**src/rtl/lin_pkg.sv**
```systemverilog
// Shared encodings and frame constants for the LIN response receiver.
package lin_pkg;

  typedef enum logic [2:0] {
    ST_IDLE      = 3'd0,
    ST_START_CHK = 3'd1,
    ST_DATA      = 3'd2,
    ST_STOP      = 3'd3,
    ST_GAP       = 3'd4,
    ST_DONE      = 3'd5,
    ST_RESYNC    = 3'd6
  } lin_state_e;

  localparam logic [7:0] LIN_CRC_INIT      = 8'hFF;
  localparam logic [7:0] LIN_CRC_POLY      = 8'h1D;
  localparam int         LIN_BITS_PER_BYTE = 10;
  localparam int         LIN_DATA_BYTES    = 8;
  localparam int         LIN_FRAME_BYTES   = 9;

endpackage

```
**src/rtl/lin_resp_rx_crc.sv**
```systemverilog
// Combinational CRC-8 (poly 0x1D, non-reflected) over a 64-bit word, bit 63 first.
module crcd64_o8
  import lin_pkg::*;
(
  input  logic [7:0]  crc_in,
  input  logic [63:0] data_in,
  output logic [7:0]  crc_out
);

  logic [7:0] crc_v;

  always_comb begin
    crc_v = crc_in;
    for (int i = 63; i >= 0; i--) begin
      crc_v = {crc_v[6:0], 1'b0} ^ ((crc_v[7] ^ data_in[i]) ? LIN_CRC_POLY : 8'h00);
    end
    crc_out = crc_v;
  end

endmodule

```
**src/rtl/lin_resp_rx.sv**
```systemverilog
// Deframes the responder's serial stream (8 data bytes + checksum byte, UART-style
// framing) and reports payload, checksum and framing/gap/checksum status.
module lin_resp_rx
  import lin_pkg::*;
#(
  parameter int CLKS_PER_BIT = 1,
  parameter int GAP_TIMEOUT  = 16
) (
  input  logic        sys_clk,
  input  logic        rst,
  input  logic        sdi,
  output logic [63:0] rx_data,
  output logic [7:0]  rx_checksum,
  output logic        rx_done,
  output logic        frame_err,
  output logic        timeout_err,
  output logic        chk_err,
  output logic [3:0]  rx_bytes,
  output logic        rx_busy
);

  localparam int HALF = CLKS_PER_BIT / 2;
  localparam int CW   = $clog2(CLKS_PER_BIT + 1);
  localparam int GW   = $clog2(GAP_TIMEOUT + 2);

  localparam logic [CW-1:0] CNT_BIT   = CW'(CLKS_PER_BIT - 1);
  localparam logic [CW-1:0] CNT_HALF  = CW'((HALF > 0) ? HALF - 1 : 0);
  localparam logic [GW-1:0] GAP_LIMIT = GW'(GAP_TIMEOUT);

  lin_state_e    state_q, state_d;
  logic [CW-1:0] cnt_q, cnt_d;
  logic [2:0]    bit_cnt_q, bit_cnt_d;
  logic [3:0]    byte_cnt_q, byte_cnt_d;
  logic [GW-1:0] gap_cnt_q, gap_cnt_d;
  logic [7:0]    shift_q, shift_d;
  logic [63:0]   payload_q, payload_d;
  logic [7:0]    chk_q, chk_d;

  logic [63:0]   rx_data_q, rx_data_d;
  logic [7:0]    rx_checksum_q, rx_checksum_d;
  logic          rx_done_q, rx_done_d;
  logic          frame_err_q, frame_err_d;
  logic          timeout_err_q, timeout_err_d;
  logic          chk_err_q, chk_err_d;
  logic [3:0]    rx_bytes_q, rx_bytes_d;
  logic          rx_busy_q, rx_busy_d;

  logic          begin_byte;
  logic          abort;
  logic [7:0]    crc_calc;

  crcd64_o8 u_crc (
    .crc_in  (LIN_CRC_INIT),
    .data_in (payload_q),
    .crc_out (crc_calc)
  );

  always_ff @(posedge sys_clk or posedge rst) begin
    if (rst) begin
      state_q       <= ST_IDLE;
      cnt_q         <= '0;
      bit_cnt_q     <= '0;
      byte_cnt_q    <= '0;
      gap_cnt_q     <= '0;
      shift_q       <= '0;
      payload_q     <= '0;
      chk_q         <= '0;
      rx_data_q     <= '0;
      rx_checksum_q <= '0;
      rx_done_q     <= 1'b0;
      frame_err_q   <= 1'b0;
      timeout_err_q <= 1'b0;
      chk_err_q     <= 1'b0;
      rx_bytes_q    <= '0;
      rx_busy_q     <= 1'b0;
    end else begin
      state_q       <= state_d;
      cnt_q         <= cnt_d;
      bit_cnt_q     <= bit_cnt_d;
      byte_cnt_q    <= byte_cnt_d;
      gap_cnt_q     <= gap_cnt_d;
      shift_q       <= shift_d;
      payload_q     <= payload_d;
      chk_q         <= chk_d;
      rx_data_q     <= rx_data_d;
      rx_checksum_q <= rx_checksum_d;
      rx_done_q     <= rx_done_d;
      frame_err_q   <= frame_err_d;
      timeout_err_q <= timeout_err_d;
      chk_err_q     <= chk_err_d;
      rx_bytes_q    <= rx_bytes_d;
      rx_busy_q     <= rx_busy_d;
    end
  end

  always_comb begin
    state_d       = state_q;
    cnt_d         = cnt_q;
    bit_cnt_d     = bit_cnt_q;
    byte_cnt_d    = byte_cnt_q;
    gap_cnt_d     = gap_cnt_q;
    shift_d       = shift_q;
    payload_d     = payload_q;
    chk_d         = chk_q;
    rx_data_d     = rx_data_q;
    rx_checksum_d = rx_checksum_q;
    rx_done_d     = 1'b0;
    frame_err_d   = frame_err_q;
    timeout_err_d = timeout_err_q;
    chk_err_d     = chk_err_q;
    rx_bytes_d    = rx_bytes_q;
    rx_busy_d     = rx_busy_q;
    begin_byte    = 1'b0;
    abort         = 1'b0;

    case (state_q)
      ST_IDLE: begin
        if (!sdi) begin
          begin_byte    = 1'b1;
          rx_busy_d     = 1'b1;
          frame_err_d   = 1'b0;
          timeout_err_d = 1'b0;
          chk_err_d     = 1'b0;
          rx_bytes_d    = '0;
          byte_cnt_d    = '0;
          gap_cnt_d     = '0;
          payload_d     = '0;
          chk_d         = '0;
        end
      end

      ST_START_CHK: begin
        if (cnt_q == '0) begin
          if (sdi) begin
            // Line went back high before mid-start: treat as noise, not an error.
            if (byte_cnt_q == '0) begin
              state_d   = ST_IDLE;
              rx_busy_d = 1'b0;
            end else begin
              state_d = ST_GAP;
            end
          end else begin
            state_d = ST_DATA;
            cnt_d   = CNT_BIT;
          end
        end else begin
          cnt_d = cnt_q - CW'(1);
        end
      end

      ST_DATA: begin
        if (cnt_q == '0) begin
          shift_d = {sdi, shift_q[7:1]};
          cnt_d   = CNT_BIT;
          if (bit_cnt_q == 3'd7) begin
            bit_cnt_d = '0;
            state_d   = ST_STOP;
          end else begin
            bit_cnt_d = bit_cnt_q + 3'd1;
          end
        end else begin
          cnt_d = cnt_q - CW'(1);
        end
      end

      ST_STOP: begin
        if (cnt_q == '0) begin
          if (!sdi) begin
            frame_err_d = 1'b1;
            abort       = 1'b1;
          end else if (byte_cnt_q == 4'(LIN_DATA_BYTES)) begin
            chk_d   = shift_q;
            state_d = ST_DONE;
          end else begin
            payload_d[8*byte_cnt_q[2:0] +: 8] = shift_q;
            byte_cnt_d = byte_cnt_q + 4'd1;
            gap_cnt_d  = '0;
            state_d    = ST_GAP;
          end
        end else begin
          cnt_d = cnt_q - CW'(1);
        end
      end

      ST_GAP: begin
        if (!sdi) begin
          begin_byte = 1'b1;
        end else if (gap_cnt_q == GAP_LIMIT) begin
          gap_cnt_d     = GAP_LIMIT + GW'(1);
          timeout_err_d = 1'b1;
          abort         = 1'b1;
        end else begin
          gap_cnt_d = gap_cnt_q + GW'(1);
        end
      end

      ST_DONE: begin
        rx_done_d     = 1'b1;
        rx_busy_d     = 1'b0;
        rx_data_d     = payload_q;
        rx_checksum_d = chk_q;
        rx_bytes_d    = 4'(LIN_FRAME_BYTES);
        chk_err_d     = (crc_calc != chk_q);
        state_d       = ST_IDLE;
      end

      ST_RESYNC: begin
        // A line stuck low after an abort must not be mistaken for a new start.
        if (sdi) begin
          state_d = ST_IDLE;
        end
      end

      default: begin
        state_d = ST_IDLE;
      end
    endcase

    if (begin_byte) begin
      shift_d   = '0;
      bit_cnt_d = '0;
      if (HALF == 0) begin
        state_d = ST_DATA;
        cnt_d   = CNT_BIT;
      end else begin
        state_d = ST_START_CHK;
        cnt_d   = CNT_HALF;
      end
    end

    if (abort) begin
      rx_done_d     = 1'b1;
      rx_busy_d     = 1'b0;
      rx_data_d     = payload_q;
      rx_checksum_d = chk_q;
      rx_bytes_d    = byte_cnt_q;
      chk_err_d     = 1'b0;
      state_d       = ST_RESYNC;
    end
  end

  assign rx_data     = rx_data_q;
  assign rx_checksum = rx_checksum_q;
  assign rx_done     = rx_done_q;
  assign frame_err   = frame_err_q;
  assign timeout_err = timeout_err_q;
  assign chk_err     = chk_err_q;
  assign rx_bytes    = rx_bytes_q;
  assign rx_busy     = rx_busy_q;

endmodule
```
**config.mk**
```make
export PLATFORM = sky130hd
export DESIGN_NAME = lin_resp_rx
export DESIGN_NICKNAME = d
export VERILOG_FILES = /design/src/rtl/lin_pkg.sv /design/src/rtl/lin_resp_rx_crc.sv /design/src/rtl/lin_resp_rx.sv
export SDC_FILE = /design/constraint.sdc
export NUM_CORES = 1
export LEC_CHECK = 0
export CORE_MARGIN = 2
export CORE_UTILIZATION = 42
export CTS_BUF_LIST = sky130_fd_sc_hd__clkbuf_4 sky130_fd_sc_hd__clkbuf_8
export DETAILED_ROUTE_END_ITERATION = 6
export DONT_BUFFER_PORTS = 1
export PLACE_DENSITY_LB_ADDON = 0.1
export SLEW_MARGIN = 15
export SYNTH_ARGS = -nofsm -noshare
export SYNTH_HDL_FRONTEND = slang
export SYNTH_SLANG_ARGS = --single-unit
```
**constraint.sdc**
```tcl
create_clock -name sys_clk -period 5.26 [get_ports sys_clk]
set_clock_uncertainty 0.05 [all_clocks]
set_input_delay 0.263 -clock sys_clk [delete_from_list [all_inputs] [get_ports sys_clk]]
set_output_delay 0.263 -clock sys_clk [all_outputs]
set_load 0.01 [all_outputs]
```
==> impl_metrics.env, run 1 <==
export IMPL_ant_nets=0
export IMPL_p_leak_nw=5.91
export IMPL_numPortBuffers=0
export IMPL_nets=848
export IMPL_hold_violations=0
export IMPL_syn_area_um2=10100
export IMPL_final_cell_mix="dfrtp_1 (175), buf_4 (88), a22o_1 (81)"
export IMPL_drc=0
export IMPL_violations="setup timing"
export IMPL_netlist_area_leader_share_pct=43.4
export IMPL_ioPinCount=84
export IMPL_clk_path_buf_depth=2
export IMPL_ys_types=43
export IMPL_path_class="reg -> reg"
export IMPL_dp_hpwl_mm=17.4
export IMPL_ir_drop_uv=897
export IMPL_synth_edf_count=0
export IMPL_drv_cap=0
export IMPL_holdWs_ns=0.0778
export IMPL_antenna_found_initial=0
export IMPL_synth_largest_area_cell="dfrtp_1"
export IMPL_worst_ep_arrival_time_ns=5.72
export IMPL_place_inst=1113
export IMPL_final_common_cell="dfrtp_1"
export IMPL_crit_fanout=5
export IMPL_power_mw=7.67
export IMPL_setup_violations=1
export IMPL_slew_viol_final=0
export IMPL_grt_usage_pct=20.0
export IMPL_grt_pass1_vias=6685
export IMPL_die_w_um=159
export IMPL_grt_start_max_net_pins=81
export IMPL_rsz0062_at_grt="yes"
export IMPL_reg2reg_depth=16
export IMPL_wl_mm=24.6
export IMPL_cp_data_required_time_ns=5.53
export IMPL_cts_root_buf="clkbuf_8"
export IMPL_yosysSeqAreaShare_pct=43.4
export IMPL_area_delta_synth_final_pct=17.5
export IMPL_yosys_warnings=0
export IMPL_core_area_um2=23600
export IMPL_die_y_um=159
export IMPL_synth_fp_nets=774
export IMPL_synth_seq_cells=176
export IMPL_ys_flop_type="dfrtp_1"
export IMPL_h_tree_depth=4
export IMPL_powerDensity_nw_per_um2=643
export IMPL_row_count=56
export IMPL_clkSinkCount=176
export IMPL_cts_tree="yes"
export IMPL_num_vias=6257
export IMPL_setup_slack_ns=-0.192
export IMPL_hold_class="in -> reg"
export IMPL_reg2reg_from="payload_q[63]"
export IMPL_avgSynthCellArea_um2=13.3
export IMPL_pre_cts_ws_ns=-0.169
export IMPL_gp_congestion=0.831
export IMPL_grt_ovfl_total=0
export IMPL_cts_buffers=17
export IMPL_status="finished, violations left"
export IMPL_r2r_slack_ns=-0.19
export IMPL_clk_latency_ns=0.46
export IMPL_routedWlPerCell_um=21.0
export IMPL_path_clk_slew_ns=0.10
export IMPL_synth_cells=764
export IMPL_fmax_ghz=0.183
export IMPL_max_slew_margin_pct=19.0
export IMPL_crit_end="chk_err"
export IMPL_period_minus_slack_ns=5.45
export IMPL_drive_above_1_share_pct=31.6
export IMPL_grt_pass1_wl_mm=39.2
export IMPL_worstMarginPinSlew_ns=1.21
export IMPL_placed_cell_area_um2=11000
export IMPL_fin_cells=1170
export IMPL_final_period_utilization_pct=104
export IMPL_design_die_area_um2=25400
export IMPL_start_util_pct=43.0
export IMPL_worstSetupStartpointType="flop"
export IMPL_diodes=0
export IMPL_first_iter_violations=408
export IMPL_end_kind="flop"
export IMPL_reg2reg_to="chk_err"
export IMPL_async_reset_ff_share_pct=100
export IMPL_synth_area_leaders="dfrtp_1 (43%), xnor3_1 (12%), xnor2_1 (8.6%)"
export IMPL_crit_start="payload_q[63]"
export IMPL_vias_per_cell=5.35
export IMPL_fin_area_um2=11900
export IMPL_dr_pass1_iters=5
-- through the flow --
step / TNS (ns) / utilization [%]
6_report: -0.192 / 50.5
5_1_grt: -0.348 / 50.5
4_1_cts: -0.151 / 48.7
3_5_place_dp: -0.169 / 46.4
3_3_place_gp: -0.100 / 46.4
2_1_floorplan: 0 / -
-- flip-flops by register name (all words and copies together), names as in the netlist --
name / flops
shift_q: 8
rx_data: 64
gap_cnt_q: 5
chk_q: 8
rx_checksum: 8
payload_q: 64
state_q: 3
timeout_err: 1
frame_err: 1
rx_busy: 1
chk_err: 1
byte_cnt_q: 4
rx_done: 1
rx_bytes: 4
bit_cnt_q: 3
-- cell families after synthesis --
logic type               after synthesis  share of synthesized area [%]
multiplexers                          76                           8.40
XOR/XNOR                             225                           31.0
flip-flops                           176                           43.4
adder cells (fa/ha/maj)                7                          0.863
AND/OR/NAND/NOR                       97                           4.43
buffers and inverters                 49                           1.92
AO/OA/AOI/OAI                        134                           9.97
-- metal layers --
| layer | up-vias | wire length, um | track usage [%] |
|---|---|---|---|
| li1 | 2860 | - | - |
| met1 | 3252 | 11100 | 26.9 |
| met2 | 128 | 12300 | 33.8 |
| met3 | 17 | 1040 | 4.19 |
| met4 | 0 | 221 | 3.72 |
| met5 | - | 0 | 0 |
-- synth_stat cells (2+ instances only) --
library cell,instances
a211oi_1,2
nand3_1,11
dfrtp_1,176
a31oi_1,2
nor4_1,2
xor2_2,2
nor2b_1,2
nor2_1,35
buf_2,6
nand4_1,3
o21ai_0,27
o21ai_1,2
xor3_1,17
or2_2,3
a21oi_1,12
xnor3_1,52
nand2b_1,6
a22o_1,81
nor3_1,7
ha_1,7
xnor3_2,9
clkbuf_1,31
buf_1,2
xnor2_2,7
mux2_2,73
or3_1,5
nand2_1,20
inv_1,9
mux2i_1,3
xor2_1,38
xnor2_1,100
-- worst max-delay path, stage by stage (launching register included) --
cell and delay, ns:
dfrtp_2 0.48, xnor3_2 0.46, buf_6 0.16, xnor2_4 0.18
buf_6 0.14, xor2_2 0.13, xnor3_2 0.49, xnor3_2 0.27
xor3_2 0.41, xnor3_2 0.47, xnor2_2 0.20, xnor3_2 0.51
xnor3_2 0.47, xnor2_2 0.18, or3_1 0.37, a22oi_2 0.18
a41oi_1 0.14
-- report_power, final --
group / leakage (nW) / switching [mW] / total, mW / internal, mW
registers: 2.42 / 0.314 / 1.79 / 1.48
logic: 3.26 / 2.01 / 4.76 / 2.75
clock network: 0.233 / 0.533 / 1.12 / 0.588
total: 5.91 / 2.86 / 7.67 / 4.81
-- worst min path at each step --
stage,slack [ns],cells after the start,start,to
5_1_grt,0.06,3,sdi,payload_q[32]
6_report,0.08,3,sdi,payload_q[32]
2_1_floorplan,0.42,1,bit_cnt_q[1],bit_cnt_q[1]
3_3_place_gp,0.24,1,rst,rx_data[41]
3_5_place_dp,0.25,1,rst,rx_data[43]
4_1_cts,0.03,3,sdi,payload_q[32]
-- cell type report --
cell class / instances / area (um^2)
fillers: 2058 / 11700
multi-input cells: 539 / 5850
flip-flops and latches: 176 / 4410
repair buffers: 95 / 753
well taps: 319 / 399
clock buffers: 18 / 248
clock inverters: 14 / 225
inverters: 9 / 38.8
-- what timing repair did --
action,in CTS,in global routing
endpoints found under the setup margin,1,1
endpoints found under the hold margin,85,0
hold buffers,3,0
resized for setup,12,42
pin swaps,4,32
buffers inserted,1,21
No activity file was read; power rests on OpenSTA's default activity.
==> run 2, diff against run 1 <==
Settings changed: HOLD_SLACK_MARGIN set to 0.15.
==> impl_metrics.env, run 2 (synthesis gave the netlist of run 1 again) <==
export IMPL_status="finished, violations left"
export IMPL_violations="setup timing"
export IMPL_fmax_ghz=0.183
export IMPL_path_depth=16
export IMPL_numPortBuffers=0
export IMPL_crit_fanout=5
export IMPL_core_area_um2=23600
export IMPL_slew_viol_final=0
export IMPL_pre_cts_ws_ns=-0.169
export IMPL_area_delta_synth_final_pct=17.4
export IMPL_h_tree_depth=4
export IMPL_powerDensity_nw_per_um2=643
export IMPL_setup_violations=1
export IMPL_end_kind="flop"
export IMPL_fillCellCount=2059
export IMPL_max_slew_margin_pct=19.1
export IMPL_antenna_found_initial=0
export IMPL_worstSetupStartpointType="flop"
export IMPL_use_met1_pct=26.9
export IMPL_row_count=56
export IMPL_seq_power_share_pct=23.4
export IMPL_cts_tree="yes"
export IMPL_power_mw=7.67
export IMPL_grtUsageMet2_pct=33.7
export IMPL_drv_cap=0
export IMPL_crit_buf_inv=2
export IMPL_cp_data_required_time_ns=5.52
export IMPL_cts_buffers=17
export IMPL_final_cell_mix="dfrtp_1 (175), buf_4 (88), a22o_1 (81)"
export IMPL_period_minus_slack_ns=5.46
export IMPL_clk_path_buf_depth=2
export IMPL_grt_ovfl_total=0
export IMPL_fin_cells=1169
export IMPL_pwr_share_comb_pct=62.0
export IMPL_clkSinkCount=176
export IMPL_path_class="reg -> reg"
export IMPL_start_util_pct=43.0
export IMPL_worstMarginPinSlew_ns=1.20
export IMPL_die_w_um=159
export IMPL_hold_violations=0
export IMPL_holdPathStages=4
export IMPL_ir_drop_uv=897
export IMPL_die_y_um=159
export IMPL_cts_root_buf="clkbuf_8"
export IMPL_gp_congestion=0.831
export IMPL_final_util_pct=50.5
export IMPL_fin_area_um2=11900
export IMPL_clkPwrFrac_pct=14.6
export IMPL_p_switching_mw=2.85
export IMPL_vias_per_cell=5.37
export IMPL_ioPinCount=84
export IMPL_nets=847
export IMPL_grt_usage_pct=19.9
export IMPL_netSwitchingFraction_pct=37.2
export IMPL_rsz0062_at_grt="yes"
export IMPL_final_period_utilization_pct=104
export IMPL_drive_above_1_share_pct=31.6
export IMPL_grt_start_max_net_pins=81
export IMPL_diodes=0
export IMPL_drc=0
export IMPL_clk_latency_ns=0.46
export IMPL_ant_nets=0
export IMPL_final_setup_tns_ns=-0.196
export IMPL_reg2reg_depth=16
export IMPL_path_cells="xnor3_2 > buf_6 > xnor2_4 > buf_6 > xor2_2 > xnor3_2 > xnor3_2 > xor3_2 > xnor3_2 > xnor2_2 > xnor3_2 > xnor3_2 > xnor2_2 > or3_1 > a22oi_2 > a41oi_1"
export IMPL_cpMostUsedCell="xnor3_2"
export IMPL_p_int_mw=4.81
export IMPL_worst_path_largest_cell_delay_ns=0.51
export IMPL_path_clk_slew_ns=0.10
export IMPL_hold_class="in -> reg"
export IMPL_wl_mm=24.6
export IMPL_placed_cell_area_um2=11000
export IMPL_dp_hpwl_mm=17.4
export IMPL_grt_pass1_wl_mm=39.2
export IMPL_top_usage_layer="met2"
export IMPL_holdWs_ns=0.246
export IMPL_crit_slowest_cell="xnor3_2"
export IMPL_design_die_area_um2=25400
export IMPL_first_iter_violations=419
export IMPL_p_leak_nw=5.91
export IMPL_grt_pass1_vias=6677
export IMPL_final_common_cell="dfrtp_1"
export IMPL_num_vias=6280
export IMPL_crit_family="XOR/XNOR gates"
export IMPL_dr_pass1_iters=5
export IMPL_routedWlPerCell_um=21.1
export IMPL_place_inst=1113
export IMPL_grt_use_met3_pct=4.19
export IMPL_setup_slack_ns=-0.196
export IMPL_worst_ep_arrival_time_ns=5.72
-- run 2: cell count changes in the layout (fill, tap and decap cells not counted), sizes merged --
cell         change
dlygate4sd3      -1
-- run 2: cell type report --
class                           instances  area [um^2]  share of cell area (%)
Tap cell                              319          399                    3.35
Clock inverter                         14          225                    1.89
Clock buffer                           18          248                    2.08
Inverter                                9         38.8                   0.326
Multi-Input combinational cell        539         5850                    49.1
Sequential cell                       176         4410                    37.0
Timing Repair Buffer                   94          743                    6.24
-- run 2: timing repair --
| item | in CTS | in global routing |
|---|---|---|
| setup endpoints to repair | 1 | 1 |
| hold buffers | 2 | 0 |
| buffers inserted | 1 | 21 |
| pin swaps | 4 | 32 |
| endpoints found under the hold margin | 91 | 0 |
| gates resized for setup | 12 | 42 |
-- run 2: power by group through the flow --
| stage | Sequential (mW) | Combinational [mW] | Clock [mW] |
|---|---|---|---|
| final | 1.79 | 4.75 | 1.12 |
| after global routing | 1.81 | 5.13 | 1.21 |
| after CTS | 1.79 | 4.50 | 1.15 |
| after detailed placement | 1.82 | 4.40 | 0 |
| after global placement | 1.81 | 4.30 | 0 |
| after floorplan | 1.60 | 3.63 | 0 |
-- run 2: final timing paths --
check                              startpoint       endpoint  slack (ns)
worst max-delay path            payload_q[63]        chk_err       -0.20
worst min-delay path                      sdi   gap_cnt_q[4]        0.25
worst max register to register  payload_q[63]        chk_err       -0.20
worst min register to register   bit_cnt_q[1]   bit_cnt_q[1]        0.48
max in group asynchronous                 rst  payload_q[63]        3.44
min in group asynchronous                 rst  payload_q[61]        0.37
-- run 2: layer usage --
layer | vias to the layer above | wire, um
met5 | - | 0
li1 | 2853 | -
met4 | 0 | 225
met2 | 128 | 12200
met3 | 19 | 971
met1 | 3280 | 11200
-- run 2: worst min-delay path, cell delays in order --
cell     delay [ns]
xnor2_1        0.10
a21oi_1        0.19
nand2_1        0.10
o21ai_0        0.07
